===== config.mk =====
export PLATFORM = sky130hd
export DESIGN_NAME = spi_master_engine_flat
export DESIGN_NICKNAME = d
export VERILOG_FILES = /design/src/rtl/spi_master_engine_if.sv /design/src/rtl/spi_master_engine.sv /design/src/flat_wrapper.sv
export SDC_FILE = /design/constraint.sdc
export NUM_CORES = 1
export LEC_CHECK = 0
export BUFFER_PORTS_ARGS = -buffer_cell sky130_fd_sc_hd__buf_2
export CORE_AREA = 2 2 142 144
export CTS_BUF_LIST = sky130_fd_sc_hd__clkbuf_4 sky130_fd_sc_hd__clkbuf_8 sky130_fd_sc_hd__clkbuf_16
export CTS_CLUSTER_SIZE = 14
export DETAILED_ROUTE_END_ITERATION = 7
export DIE_AREA = 0 0 144 146
export PLACE_DENSITY = 0.89
export SLEW_MARGIN = 10
export SYNTH_ARGS = -nofsm -noshare
export SYNTH_HDL_FRONTEND = slang
export SYNTH_SLANG_ARGS = --single-unit

===== constraint.sdc =====
create_clock -name clk -period 8.65 [get_ports clk]
set_input_delay 1.73 -clock clk [delete_from_list [all_inputs] [get_ports clk]]
set_output_delay 1.73 -clock clk [all_outputs]
set_load 0.05 [all_outputs]

===== src/rtl/spi_master_engine_if.sv =====
// spi_master_engine_if: bus-side handshake between the CSR block and the SPI engine.
// Optional feature macro: SPI_LSB_FIRST_EN adds the lsb_first request bit.
interface spi_master_engine_if #(
  parameter int DATA_WIDTH = 64,
  parameter int PERI_CNT   = 4,
  parameter int CLK_DIV_W  = 8
);
  localparam int BSEL_W = (DATA_WIDTH / 8 > 1) ? $clog2(DATA_WIDTH / 8) : 1;
  localparam int CNT_W  = $clog2(DATA_WIDTH) + 1;

  logic                  start_txn;
  logic [1:0]            spi_mode;
  logic [BSEL_W-1:0]     byte_sel;
  logic [CLK_DIV_W-1:0]  clk_div;
  logic [DATA_WIDTH-1:0] wr_data;
  logic [PERI_CNT-1:0]   chip_sel_one_cold;
`ifdef SPI_LSB_FIRST_EN
  logic                  lsb_first;
`endif
  logic [DATA_WIDTH-1:0] rd_data;
  logic                  busy;
  logic                  end_txn;
  logic                  cfg_err;
  logic [CNT_W-1:0]      bit_count;

  modport master (
`ifdef SPI_LSB_FIRST_EN
    output lsb_first,
`endif
    output start_txn, spi_mode, byte_sel, clk_div, wr_data, chip_sel_one_cold,
    input  rd_data, busy, end_txn, cfg_err, bit_count
  );

  modport slave (
`ifdef SPI_LSB_FIRST_EN
    input  lsb_first,
`endif
    input  start_txn, spi_mode, byte_sel, clk_div, wr_data, chip_sel_one_cold,
    output rd_data, busy, end_txn, cfg_err, bit_count
  );
endinterface


===== src/rtl/spi_master_engine.sv =====
// spi_master_engine: full-duplex SPI controller, all four CPOL/CPHA modes, programmable
// SCLK divider, 1..DATA_WIDTH/8 byte transfers, one-cold chip selects with setup/hold spacing.
// Optional feature macro: SPI_LSB_FIRST_EN (LSB-first bit order selected per transfer).
module spi_master_engine #(
  parameter int DATA_WIDTH = 64,
  parameter int PERI_CNT   = 4,
  parameter int CLK_DIV_W  = 8
) (
  input  logic                clk,
  input  logic                sync_rst,
  input  logic                clk_en,
  spi_master_engine_if.slave  bus,
  input  logic                poci,
  output logic                sclk,
  output logic                copi,
  output logic [PERI_CNT-1:0] s_chip_sel_one_cold
);
  localparam int CNT_W  = $clog2(DATA_WIDTH) + 1;
  localparam int HALF_W = CNT_W + 1;

  typedef enum logic [2:0] {ST_IDLE, ST_SETUP, ST_SHIFT, ST_HOLD, ST_DONE} state_t;

  state_t                state_r, state_s;
  logic [CLK_DIV_W-1:0]  div_cnt_r, div_cnt_s, div_r, div_s;
  logic [HALF_W-1:0]     half_cnt_r, half_cnt_s;
  logic                  cpol_r, cpol_s, cpha_r, cpha_s, lsb_r, lsb_s;
  logic [CNT_W-1:0]      nbits_r, nbits_s, bit_cnt_r, bit_cnt_s;
  logic [DATA_WIDTH-1:0] tx_r, tx_s, rx_r, rx_s, rd_r, rd_s;
  logic                  sclk_r, sclk_s, copi_r, copi_s;
  logic [PERI_CNT-1:0]   cs_r, cs_s;
  logic                  busy_r, busy_s, end_r, end_s, err_r, err_s;
  logic                  lsb_in_s, div_end_s, half_last_s, sample_s;
  logic [CNT_W-1:0]      n_req_s;

  // True when exactly one select line is low.
  function automatic logic one_cold_ok(input logic [PERI_CNT-1:0] sel);
    int zeros;
    zeros = 32'sd0;
    for (int i = 32'sd0; i < PERI_CNT; i++) zeros = zeros + (sel[i] ? 32'sd0 : 32'sd1);
    return (zeros == 32'sd1);
  endfunction

  // MSB-first: slice moved to the top so the head bit is always tx[DATA_WIDTH-1].
  // LSB-first: slice kept at the bottom, upper bits cleared, head bit is tx[0].
  function automatic logic [DATA_WIDTH-1:0] tx_align(input logic [DATA_WIDTH-1:0] data,
                                                     input logic [CNT_W-1:0] nbits,
                                                     input logic lsb);
    logic [DATA_WIDTH-1:0] mask;
    mask = {DATA_WIDTH{1'b1}} >> (DATA_WIDTH - int'(nbits));
    return lsb ? (data & mask) : (data << (DATA_WIDTH - int'(nbits)));
  endfunction

  function automatic logic tx_head(input logic [DATA_WIDTH-1:0] tx, input logic lsb);
    return lsb ? tx[0] : tx[DATA_WIDTH-1];
  endfunction

  function automatic logic [DATA_WIDTH-1:0] tx_shift(input logic [DATA_WIDTH-1:0] tx,
                                                     input logic lsb);
    return lsb ? (tx >> 32'd1) : (tx << 32'd1);
  endfunction

  // MSB-first fills from bit 0 upwards; LSB-first fills from the top and is realigned at the end.
  function automatic logic [DATA_WIDTH-1:0] rx_shift(input logic [DATA_WIDTH-1:0] rx,
                                                     input logic b, input logic lsb);
    return lsb ? {b, rx[DATA_WIDTH-1:1]} : {rx[DATA_WIDTH-2:0], b};
  endfunction

  function automatic logic [DATA_WIDTH-1:0] rx_align(input logic [DATA_WIDTH-1:0] rx,
                                                     input logic [CNT_W-1:0] nbits,
                                                     input logic lsb);
    return lsb ? (rx >> (DATA_WIDTH - int'(nbits))) : rx;
  endfunction

`ifdef SPI_LSB_FIRST_EN
  assign lsb_in_s = bus.lsb_first;
`else
  assign lsb_in_s = 1'b0;
`endif

  assign n_req_s     = CNT_W'((32'(bus.byte_sel) + 32'd1) * 32'd8);
  assign div_end_s   = (div_cnt_r == div_r);
  assign half_last_s = (half_cnt_r == ({nbits_r, 1'b0} - HALF_W'(1'b1)));
  // Even half-periods end on a leading edge; CPHA picks whether that edge samples or drives.
  assign sample_s    = (~half_cnt_r[0]) ^ cpha_r;

  // Next-state, datapath and output computation for the transfer sequencer.
  always_comb begin
    state_s    = state_r;
    div_cnt_s  = div_cnt_r;
    half_cnt_s = half_cnt_r;
    div_s      = div_r;
    cpol_s     = cpol_r;
    cpha_s     = cpha_r;
    lsb_s      = lsb_r;
    nbits_s    = nbits_r;
    bit_cnt_s  = bit_cnt_r;
    tx_s       = tx_r;
    rx_s       = rx_r;
    rd_s       = rd_r;
    sclk_s     = sclk_r;
    copi_s     = copi_r;
    cs_s       = cs_r;
    err_s      = 1'b0;
    case (state_r)
      ST_IDLE: begin
        sclk_s = bus.spi_mode[0];
        if (bus.start_txn && one_cold_ok(bus.chip_sel_one_cold)) begin
          state_s    = ST_SETUP;
          cpol_s     = bus.spi_mode[0];
          cpha_s     = bus.spi_mode[1];
          lsb_s      = lsb_in_s;
          div_s      = bus.clk_div;
          nbits_s    = n_req_s;
          bit_cnt_s  = n_req_s;
          div_cnt_s  = {CLK_DIV_W{1'b0}};
          half_cnt_s = {HALF_W{1'b0}};
          rx_s       = {DATA_WIDTH{1'b0}};
          cs_s       = bus.chip_sel_one_cold;
          tx_s       = tx_align(bus.wr_data, n_req_s, lsb_in_s);
          // CPHA=0 peripherals sample on the first edge, so the first bit goes out with CS.
          if (!bus.spi_mode[1]) begin
            copi_s = tx_head(tx_s, lsb_in_s);
            tx_s   = tx_shift(tx_s, lsb_in_s);
          end else begin
            copi_s = copi_r;
          end
        end else if (bus.start_txn) begin
          err_s = 1'b1;
        end else begin
          err_s = 1'b0;
        end
      end
      ST_SETUP: begin
        if (div_end_s) begin
          div_cnt_s = {CLK_DIV_W{1'b0}};
          state_s   = ST_SHIFT;
        end else begin
          div_cnt_s = div_cnt_r + CLK_DIV_W'(1'b1);
        end
      end
      ST_SHIFT: begin
        if (div_end_s) begin
          div_cnt_s = {CLK_DIV_W{1'b0}};
          sclk_s    = ~sclk_r;
          if (sample_s) begin
            rx_s      = rx_shift(rx_r, poci, lsb_r);
            bit_cnt_s = bit_cnt_r - CNT_W'(1'b1);
          end else begin
            copi_s = tx_head(tx_r, lsb_r);
            tx_s   = tx_shift(tx_r, lsb_r);
          end
          if (half_last_s) begin
            state_s    = ST_HOLD;
            half_cnt_s = {HALF_W{1'b0}};
          end else begin
            half_cnt_s = half_cnt_r + HALF_W'(1'b1);
          end
        end else begin
          div_cnt_s = div_cnt_r + CLK_DIV_W'(1'b1);
        end
      end
      ST_HOLD: begin
        if (div_end_s) begin
          div_cnt_s = {CLK_DIV_W{1'b0}};
          state_s   = ST_DONE;
          cs_s      = {PERI_CNT{1'b1}};
          rd_s      = rx_align(rx_r, nbits_r, lsb_r);
        end else begin
          div_cnt_s = div_cnt_r + CLK_DIV_W'(1'b1);
        end
      end
      ST_DONE: begin
        state_s = ST_IDLE;
      end
      default: begin
        state_s = ST_IDLE;
        cs_s    = {PERI_CNT{1'b1}};
      end
    endcase
    busy_s = (state_s != ST_IDLE);
    end_s  = (state_s == ST_DONE);
  end

  // State and output registers; reset dominates, clk_en low freezes everything.
  always_ff @(posedge clk) begin
    if (sync_rst) begin
      state_r    <= ST_IDLE;
      div_cnt_r  <= {CLK_DIV_W{1'b0}};
      half_cnt_r <= {HALF_W{1'b0}};
      div_r      <= {CLK_DIV_W{1'b0}};
      cpol_r     <= 1'b0;
      cpha_r     <= 1'b0;
      lsb_r      <= 1'b0;
      nbits_r    <= {CNT_W{1'b0}};
      bit_cnt_r  <= {CNT_W{1'b0}};
      tx_r       <= {DATA_WIDTH{1'b0}};
      rx_r       <= {DATA_WIDTH{1'b0}};
      rd_r       <= {DATA_WIDTH{1'b0}};
      sclk_r     <= 1'b0;
      copi_r     <= 1'b0;
      cs_r       <= {PERI_CNT{1'b1}};
      busy_r     <= 1'b0;
      end_r      <= 1'b0;
      err_r      <= 1'b0;
    end else if (clk_en) begin
      state_r    <= state_s;
      div_cnt_r  <= div_cnt_s;
      half_cnt_r <= half_cnt_s;
      div_r      <= div_s;
      cpol_r     <= cpol_s;
      cpha_r     <= cpha_s;
      lsb_r      <= lsb_s;
      nbits_r    <= nbits_s;
      bit_cnt_r  <= bit_cnt_s;
      tx_r       <= tx_s;
      rx_r       <= rx_s;
      rd_r       <= rd_s;
      sclk_r     <= sclk_s;
      copi_r     <= copi_s;
      cs_r       <= cs_s;
      busy_r     <= busy_s;
      end_r      <= end_s;
      err_r      <= err_s;
    end
  end

  assign sclk                = sclk_r;
  assign copi                = copi_r;
  assign s_chip_sel_one_cold = cs_r;
  assign bus.rd_data         = rd_r;
  assign bus.busy            = busy_r;
  assign bus.end_txn         = end_r;
  assign bus.cfg_err         = err_r;
  assign bus.bit_count       = bit_cnt_r;
endmodule


===== src/flat_wrapper.sv =====
// flat-port wrapper written by rule: the top's interface ports become plain ports
module spi_master_engine_flat 
#(
  parameter int DATA_WIDTH = 64,
  parameter int PERI_CNT   = 4,
  parameter int CLK_DIV_W  = 8
)
  (clk, sync_rst, clk_en, poci, sclk, copi, s_chip_sel_one_cold, bus_start_txn, bus_spi_mode, bus_byte_sel, bus_clk_div, bus_wr_data, bus_chip_sel_one_cold, bus_rd_data, bus_busy, bus_end_txn, bus_cfg_err, bus_bit_count);
  spi_master_engine_if #(.DATA_WIDTH(DATA_WIDTH), .PERI_CNT(PERI_CNT), .CLK_DIV_W(CLK_DIV_W)) bus_i ();
  input  logic clk;
  input  logic sync_rst;
  input  logic clk_en;
  input  logic poci;
  output logic sclk;
  output logic copi;
  output logic [PERI_CNT-1:0] s_chip_sel_one_cold;
  input wire logic [$bits(bus_i.start_txn)-1:0] bus_start_txn;
  input wire logic [$bits(bus_i.spi_mode)-1:0] bus_spi_mode;
  input wire logic [$bits(bus_i.byte_sel)-1:0] bus_byte_sel;
  input wire logic [$bits(bus_i.clk_div)-1:0] bus_clk_div;
  input wire logic [$bits(bus_i.wr_data)-1:0] bus_wr_data;
  input wire logic [$bits(bus_i.chip_sel_one_cold)-1:0] bus_chip_sel_one_cold;
  output wire logic [$bits(bus_i.rd_data)-1:0] bus_rd_data;
  output wire logic [$bits(bus_i.busy)-1:0] bus_busy;
  output wire logic [$bits(bus_i.end_txn)-1:0] bus_end_txn;
  output wire logic [$bits(bus_i.cfg_err)-1:0] bus_cfg_err;
  output wire logic [$bits(bus_i.bit_count)-1:0] bus_bit_count;
  assign bus_i.start_txn = bus_start_txn;
  assign bus_i.spi_mode = bus_spi_mode;
  assign bus_i.byte_sel = bus_byte_sel;
  assign bus_i.clk_div = bus_clk_div;
  assign bus_i.wr_data = bus_wr_data;
  assign bus_i.chip_sel_one_cold = bus_chip_sel_one_cold;
  assign bus_rd_data = bus_i.rd_data;
  assign bus_busy = bus_i.busy;
  assign bus_end_txn = bus_i.end_txn;
  assign bus_cfg_err = bus_i.cfg_err;
  assign bus_bit_count = bus_i.bit_count;
  spi_master_engine #(.DATA_WIDTH(DATA_WIDTH), .PERI_CNT(PERI_CNT), .CLK_DIV_W(CLK_DIV_W)) u_core (.clk(clk), .sync_rst(sync_rst), .clk_en(clk_en), .bus(bus_i), .poci(poci), .sclk(sclk), .copi(copi), .s_chip_sel_one_cold(s_chip_sel_one_cold));
endmodule

==> results.txt, run 1 <==
- DRC violations left: 0
* Overall routed net length: 36400 um
- Of the total synthesized cell area, the portion taken by full adders, half adders and majority gates is 0.00884.
- Largest net degree at the start of global routing: 87
- Clock-pin slew on the worst setup and hold paths: 0.06 ns
* Number of port buffers: 165
* Synthesized flop and latch total: 240
- The netlist uses 82 different library cells.
- After layout, the minimum clock period comes to 5.24 ns.
- Derived from the worst setup path, the maximum achievable clock frequency is 191 MHz.
- Synthesis produced a netlist with a net count of 1538.
* Detailed Routing Iterations Pass 1: 8
- Period utilisation layout: 0.606
- STA classifies the critical path endpoint as a flip-flop.
* Via-per-instance ratio: 6.45
- Initial antenna violation count: 0
- Height of the die: 146 um
- In the final routed layout, each cell accounts on average for 20.2 um.
* Max Clock Skew: 0.0197 ns
* Count of maximum capacitance violations: 0
- Count of boundary I/O pins: 166
* Worst reg2reg setup slack: 5.51 ns
- Run status: completed
* Fraction of layout instances using a drive strength above 1: 0.175
* Share of synthesized area occupied by flip-flops and latches: 0.395
- Area of the die: 0.0210 mm^2
- Area of the core region: 0.0193 mm^2
* Dominant combinational cell family by area after synthesis: compound AO/OA/AOI/OAI gates
- CTS sink count: 240
* Area growth from synthesis to final layout: 12.0%
* Post-synthesis mux area share: 0.0632
* Number of buffers inserted for hold repair after clock tree synthesis: 0
- Counting the fill cells in the layout gives 1524.
- Hold WC Path Type: reg -> reg
* Utilization after layout: 0.705
- The floorplan step set the die width to 144 um.
- Synthesized-area fraction occupied by and/or/nand/nor cells: 0.200
* RSZ-0062 raised after global routing: false
* Instance area at placement: 0.0128 mm^2
- Remaining Overflow, GRT: 0
* Starting Density: 0.629
- Area of all placed cells without fillers: 0.0136 mm^2
- The synthesized-area fraction occupied by ao, oa, aoi and oai cells is 0.252.
* Slew at the pin with the worst max-slew slack: 1.23 ns
- Along the worst hold path, the cell count comes to 2.
* Via count: 11600
* Count of cells resized by post-cts repair: 0
* Reported leakage power: 0.00534 uW
* Initial drt markers: 1293
- TritonCTS built the clock tree.
* Final max-slew violation count: 0
- Setup violations remaining at the end of the flow were counted as 0.
- Crit Reg-Reg Startpoint: u_core.state_r[2]$_SDFFE_PP0P_
- 0 antenna diodes ended up in the layout.
- Each instance of the synthesized netlist takes up on average 8.43 um^2.
* Arrival time of the worst setup path: 5.68 ns
* Count of flip-flops with a built-in enable after synthesis: 0
- Total CTS buffers: 24
* Critical path launch point: bus_byte_sel[0]
* Row cnt: 51
- For this design the ratio of total power to cell area is 199 mW/mm^2.
- In this run the remaining antenna-violating nets after routing total 0.
* Gate Count Post-Synth: 1444
* Most used flip-flop cell after synthesis: dfxtp_1
* Half-perimeter wire length of the detailed placement result: 24100 um
- Data required time of the critical path: 9.08 ns
* YS warnings: 0
- The net count of the finished layout is 1616.
- Count of buffers added by post-CTS timing repair for setup: 0
* Wire length of the first global-routing pass: 58000 um
- The tightest hold path in the finished design has a slack of 0.445 ns.
* Clock buffer depth: 3
* Length in cells of the worst reg-to-reg path: 7
* Critical Path Start Type: input port
- Worst slew margin relative to its limit: 0.180
- After synthesis, the share of flip-flops with an asynchronous set or reset is 0.
- Critical path fanouts, max: 86
- Summed over all failing endpoints, the final setup total negative slack is 0 ns.
- Final hold viol count: 0
- The worst hold path begins at u_core.bus.rd_data[36]$_SDFFE_PP0P_.
- Clock network latency to the later pin of the worst-skew pair: 0.52 ns
- Across every metal layer, demand over resource in global routing totals 0.341.
* Worst setup path class: in -> reg
- The worst-case IR drop observed on VDD is 0.152 mV.
- Final estimated routing congestion in global placement: 1.01
* Post-synthesis instance area: 0.0122 mm^2
* Number of H-tree levels: 1
* Clock tree root buffer cell: clkbuf_16
- XOR/XNOR Fraction of Synth Area: 0.0209
- The number of global-route vias before repair is 11200.
metrics by stage:
stage	total power, uW	cells	setup slack [ns]
4_1_cts	2700	1805	3.53
3_5_place_dp	1650	1761	3.00
3_3_place_gp	1640	1761	3.05
2_1_floorplan	1520	1444	4.54
6_report	2710	1805	3.41
5_1_grt	2800	1805	3.17
cells in the mapped netlist, drive strengths merged, types with 6 or more instances:
library cell | instances | area [um^2]
a32o | 10 | 100
a21o | 6 | 45.0
inv | 20 | 75.1
nor2 | 108 | 405
o22ai | 17 | 106
nor4 | 8 | 80.1
o21bai | 14 | 109
o2bb2ai | 7 | 61.3
dfxtp | 240 | 4800
buf | 71 | 454
mux2i | 42 | 420
a31oi | 12 | 75.1
a21oi | 130 | 651
and3 | 10 | 62.6
nand2 | 230 | 866
nor2b | 17 | 114
nand2b | 9 | 56.3
mux2 | 19 | 214
xnor2 | 14 | 123
xor2 | 15 | 131
o21ai | 27 | 135
nor3 | 84 | 430
ha | 7 | 87.6
and2 | 9 | 56.3
a22o | 69 | 604
mux4 | 6 | 135
nand3 | 17 | 85.1
o31ai | 8 | 65.1
nand4 | 7 | 43.8
a221oi | 30 | 263
or3 | 6 | 37.5
o221ai | 7 | 61.3
clkbuf | 53 | 199
a211oi | 33 | 248
a2111oi | 12 | 143
kinds of logic after synthesis:
| family | after synthesis |
|---|---|
| AO/OA/AOI/OAI | 427 |
| XOR/XNOR | 29 |
| adder cells (fa/ha/maj) | 8 |
| buffers and inverters | 145 |
| flip-flops | 240 |
| multiplexers | 67 |
| AND/OR/NAND/NOR | 528 |
flip-flops by register name, summed over array words and instances (netlist names):
register and cells:
u_core.sclk 1, u_core.rx_r 64, u_core.div_cnt_r 8, u_core.bus.cfg_err 1, u_core.cpha_r 1, u_core.bus.bit_count 7, u_core.half_cnt_r 8, u_core.state_r 3
u_core.bus.rd_data 64, u_core.nbits_r 4, u_core.s_chip_sel_one_cold 4, u_core.bus.busy 1, u_core.bus.end_txn 1, u_core.copi 1, u_core.tx_r 64, u_core.div_r 8
final timing paths:
kind,endpoint
max reg2reg,u_core.tx_r[43]$_SDFFE_PP0P_
max,u_core.tx_r[41]$_SDFFE_PP0P_
min,u_core.bus.rd_data[36]$_SDFFE_PP0P_
min reg2reg,u_core.bus.rd_data[36]$_SDFFE_PP0P_
per-layer routing:
layer | track usage | wire (um) | vias up
met1 | 0.441 | 14300 | 5474
met2 | 0.549 | 17100 | 610
met3 | 0.0796 | 3490 | 121
li1 | - | - | 5436
met5 | 0 | 0 | -
met4 | 0.135 | 1450 | 0
worst max-delay path: stages:
cell,delay [ns]
buf_2,0.08
buf_4,0.63
ha_4,0.90
nand4bb_1,0.26
o211ai_1,0.36
nor2_1,1.06
a22o_1,0.30
a221oi_1,0.05
a211oi_1,0.27
where the power goes:
part | internal (uW) | leakage, uW | switching [uW]
sequential | 1140 | 0.00194 | 26.0
combinational | 160 | 0.00299 | 310
clock | 640 | 0.000415 | 430
total | 1950 | 0.00534 | 766
cell type report:
cell class,instances,area [um^2],share of cell area
clock buffers,36,722,0.0530
clock inverters,8,108,0.00790
well taps,265,332,0.0243
multi-input cells,1059,6670,0.490
repair buffers,176,911,0.0668
inverters,21,78.8,0.00578
flip-flops and latches,240,4800,0.353
cell usage in the layout (no fill, tap or decap), types with 15 or more instances in the layout:
| cell type | netlist | routed |
|---|---|---|
| dfxtp_1 | 240 | 240 |
| nand2_1 | 229 | 229 |
| buf_2 | 39 | 164 |
| a21oi_1 | 130 | 129 |
| nor2_1 | 108 | 108 |
| nor3_1 | 82 | 81 |
| a22o_1 | 69 | 69 |
| mux2i_1 | 42 | 42 |
| a211oi_1 | 33 | 33 |
| a221oi_1 | 30 | 30 |
| o21ai_0 | 26 | 26 |
| clkbuf_16 | 0 | 24 |
| inv_1 | 20 | 20 |
| mux2_2 | 19 | 19 |
| nand3_1 | 17 | 17 |
| o22ai_1 | 17 | 17 |
| nor2b_1 | 16 | 16 |
| xor2_1 | 15 | 15 |
(Power assumes the default switching activity.)
==> run 2: changes to the inputs <==
- ABC_AREA: unset -> 1
- CORE_AREA: 2 2 142 144 -> 2 2 157 159
- DIE_AREA: 0 0 144 146 -> 0 0 159 161
- PLACE_DENSITY: 0.89 -> 0.79
- clock period: 8.65 -> 4.82 ns (I/O delays scaled with it)
==> run 2 against run 1 <==
Against the previous run: global-route usage decreased by 7.3 points; register-to-register slack got worse by 3.6 ns; critical endpoint is now u_core.rx_r[42]$_SDFFE_PP0P_; setup slack got worse by 2.1 ns; clock power increased by 92%; largest cell class unchanged; highest routed layer unchanged.
==> results.txt, run 2 <==
- Setup repair after global routing left no endpoint under its margin.
* Most used flip-flop cell after synthesis: dfxtp_1
- Areal power density over the cells: 363 mW/mm^2 (+82%)
- Worst min-delay path endpoint: u_core.nbits_r[6]$_SDFFE_PP0P_
* Total CTS buffers: 25 (+4.2%)
- Max Clock Skew: 0.0173 ns (-0.00240 ns)
- Worst slew margin relative to its limit: 0.242 (+0.0618)
* Fraction of layout instances using a drive strength above 1: 0.134 (-0.0415)
- The reg2reg setup slack is 1.92 ns (-3.59 ns).
- Area of the core region: 0.0240 mm^2 (+24%)
- By count the netlist is led by nand2_1 (579), nor2_1 (308), dfxtp_1 (240).
- DRC violations left: 0 (unchanged)
- Arrival time of the worst setup path: 3.85 ns (-1.83 ns)
- The post-synthesis area per instance came to 6.36 um^2 (-24%).
* Critical path fanouts, max: 67 (-22%)
- The worst register-to-register path ends at u_core.rx_r[42]$_SDFFE_PP0P_.
- PnR Total Power: 5130 uW (+89%)
- The net count of the finished layout came to 2139 (+32%).
- Height of the die: 161 um (+10%)
- The detail-routed via count per cell is 5.43 (-16%).
* Detailed Routing Iterations Pass 1: 5 (-3)
- The synthesis warning total was 0 (unchanged).
- Initial antenna violation count: 0 (unchanged)
* Antenna-violating nets left: 0 (unchanged)
- Clock network latency to the later pin of the worst-skew pair: 0.54 ns (+0.02 ns)
* Gate Count Post-Synth: 1959 (+36%)
* Max frequency: 287 MHz
- Crit Reg-Reg Startpoint: u_core.state_r[2]$_SDFFE_PP0P_
- The count of different cell masters after synthesis was 41 (-50%).
* Data required time of the critical path: 5.18 ns (-3.90 ns)
- Run status: completed
- Antenna fix cells: 0 (unchanged)
- The netlist area before placement is 0.0125 mm^2 (+2.5%).
- Remaining Overflow, GRT: 0 (unchanged)
- Top-count cell post-synth: nand2_1
- The post-DP HPWL came to 23500 um (-2.6%).
- Number of H-tree levels: 1 (unchanged)
* Number of cells on the worst hold path: 2 (unchanged)
- Syn_nets: 2053 (+33%)
- Row cnt: 57 (+12%)
- Count of flip-flops with a built-in enable after synthesis: 0 (unchanged)
* Slew at the pin with the worst max-slew slack: 1.14 ns (-0.0882 ns)
- The total I/O pin count is 166 (unchanged).
* Biggest area consumer among synthesized cells: dfxtp_1
* Setup violations, final: 0 (unchanged)
- Hold path start: u_core.nbits_r[6]$_SDFFE_PP0P_
- Area of the die: 0.0256 mm^2 (+22%)
* Final hold viol count: 0 (unchanged)
- The post-detailed-placement cell area was 0.0133 mm^2 (+3.7%).
- Worst setup path class: in -> reg
* Category of the worst setup path capture point: flip-flop
* Number of port buffers: 165 (unchanged)
- CTS sink count: 240 (unchanged)
- The worst setup path is launched from an input port.
- The total negative slack is 0 ns (unchanged).
- Area growth from synthesis to final layout: 13.6%
- Max rail drop VDD: 0.244 mV (+60%)
- Count of maximum capacitance violations: 0 (unchanged)
- The total track usage came to 0.268 (-0.0729).
- Share of async-settable or async-resettable flops after synthesis: 0 (unchanged)
- The number of pins with negative max-slew slack in the final report was 0 (unchanged).
- The post-detailed-route wirelength per cell is 14.8 um (-27%).
- The count of fill cells added during filler insertion was 2324 (+52%).
* Wire length of the first global-routing pass: 58100 um (+0.18%)
- The static leakage was 0.00657 uW (+23%).
- Overall routed net length: 35200 um (-3.1%)
- Of the available clock period, the critical path in the final layout requires 0.724.
- The cts-stage hold buffer count came to 0 (unchanged).
- Final period demand of the worst path: 3.49 ns
- Most frequent standard cell in the layout excluding fill and tap cells: nand2_1
- Count of buffers added by post-CTS timing repair for setup: 0 (unchanged)
- The placer congestion estimate is 0.960 (-5.1%).
- Length in cells of the worst reg-to-reg path: 10 (+3)
- Area of all placed cells without fillers: 0.0142 mm^2 (+3.9%)
- The post-cts repair resize count is 0 (unchanged).
- The worst hold slack came to 0.461 ns (+0.0159 ns).
* Utilization after layout: 0.591 (-0.114)
- After synthesis, the cell types taking the most area are dfxtp_1 (39%), nand2_1 (17%), nor2_1 (9.3%).
* TritonCTS clock tree: done
- Clock tree root buffer cell: clkbuf_16
- Clock buffer depth: 3 (unchanged)
- The x dimension of the die was 159 um (+10%).
* Starting Density: 0.520 (-0.109)
- Commonest cells after routing, fill and taps aside: nand2_1 (579), nor2_1 (306), dfxtp_1 (240), o21ai_0 (185), nand3_1 (169)
* Share of synthesized area occupied by flip-flops and latches: 0.385 (-0.00951)
* Clock-pin slew on the worst setup and hold paths: 0.06 ns (about the same)
* Synthesized flop and latch total: 240 (unchanged)
- Initial drt markers: 1400 (+8.3%)
- Number of global-route vias before repair: 11700 (+4.2%)
- The worst hold path belongs to the class reg -> reg.
* Post-synth top area share: 0.385 (-0.00951)
- Via count: 13000 (+11%)
* Largest net degree at the start of global routing: 94 (+8.0%)
## run 2: how the worst max path moves through the flow
| stage | startpoint | endpoint | slack (ns) |
|---|---|---|---|
| finish | bus_chip_sel_one_cold[2] | u_core.rx_r[42]$_SDFFE_PP0P_ | 1.33 |
| floorplan | bus_chip_sel_one_cold[2] | u_core.rx_r[40]$_SDFFE_PP0P_ | 1.44 |
| global route | bus_byte_sel[0] | u_core.tx_r[30]$_SDFFE_PP0P_ | 1.05 |
| global placement | bus_chip_sel_one_cold[2] | u_core.rx_r[1]$_SDFFE_PP0P_ | 0.90 |
| CTS | bus_chip_sel_one_cold[2] | u_core.rx_r[0]$_SDFFE_PP0P_ | 1.35 |
| detailed placement | bus_chip_sel_one_cold[2] | u_core.rx_r[42]$_SDFFE_PP0P_ | 0.85 |
## run 2: kinds of logic (layout without fill, tap and decap cells)
group | after synthesis | in the layout | synth area share
compound gates | 357 | 357 | 0.149
xor+xnor | 15 | 15 | 0.0105
fa+ha+maj | 8 | 8 | 0.00863
buf+inv | 217 | 321 | 0.0753
flops | 240 | 240 | 0.385
simple gates | 1122 | 1122 | 0.371
## run 2: report_power, final
group / total, uW / switching, uW / leakage, uW / internal [uW]
combinational: 963 / 688 / 0.00420 / 275
sequential: 2120 / 48.2 / 0.00194 / 2070
clock: 2050 / 820 / 0.000432 / 1230
total: 5130 / 1560 / 0.00657 / 3580
## run 2: layout make-up
class                   count  area [um^2]  share of cell area
multi-input cells        1502         6730               0.476
flip-flops and latches    240         4800               0.339
repair buffers            185          988              0.0698
clock buffers              35          732              0.0517
well taps                 324          405              0.0286
inverters                  91          342              0.0241
clock inverters            10          155              0.0110
## run 2: layer usage
metal	up-vias	track usage	part of all wire	wire length (um)
met3	81	0.0449	0.080	2810
met1	5899	0.368	0.45	15800
li1	6486	-	-	-
met5	-	0	0	0
met2	502	0.425	0.44	15500
met4	0	0.102	0.034	1210
## run 2: critical path, cell delays in order
cell	delay, ns
buf_2	0.12
fa_1	0.53
inv_1	0.04
ha_1	0.17
ha_1	0.27
inv_1	0.08
nand3_1	0.14
o21ai_4	0.21
nand2_4	0.09
nor2_4	0.17
nand2_4	0.15
nor2_8	0.17
inv_2	0.42
nand2_1	0.21
a21oi_1	0.09
## run 2: per-stage QoR
step / setup slack [ns] / instances
5_1_grt: 1.05 / 2387
2_1_floorplan: 1.44 / 1959
4_1_cts: 1.35 / 2387
6_report: 1.33 / 2387
3_5_place_dp: 0.851 / 2342
3_3_place_gp: 0.902 / 2342
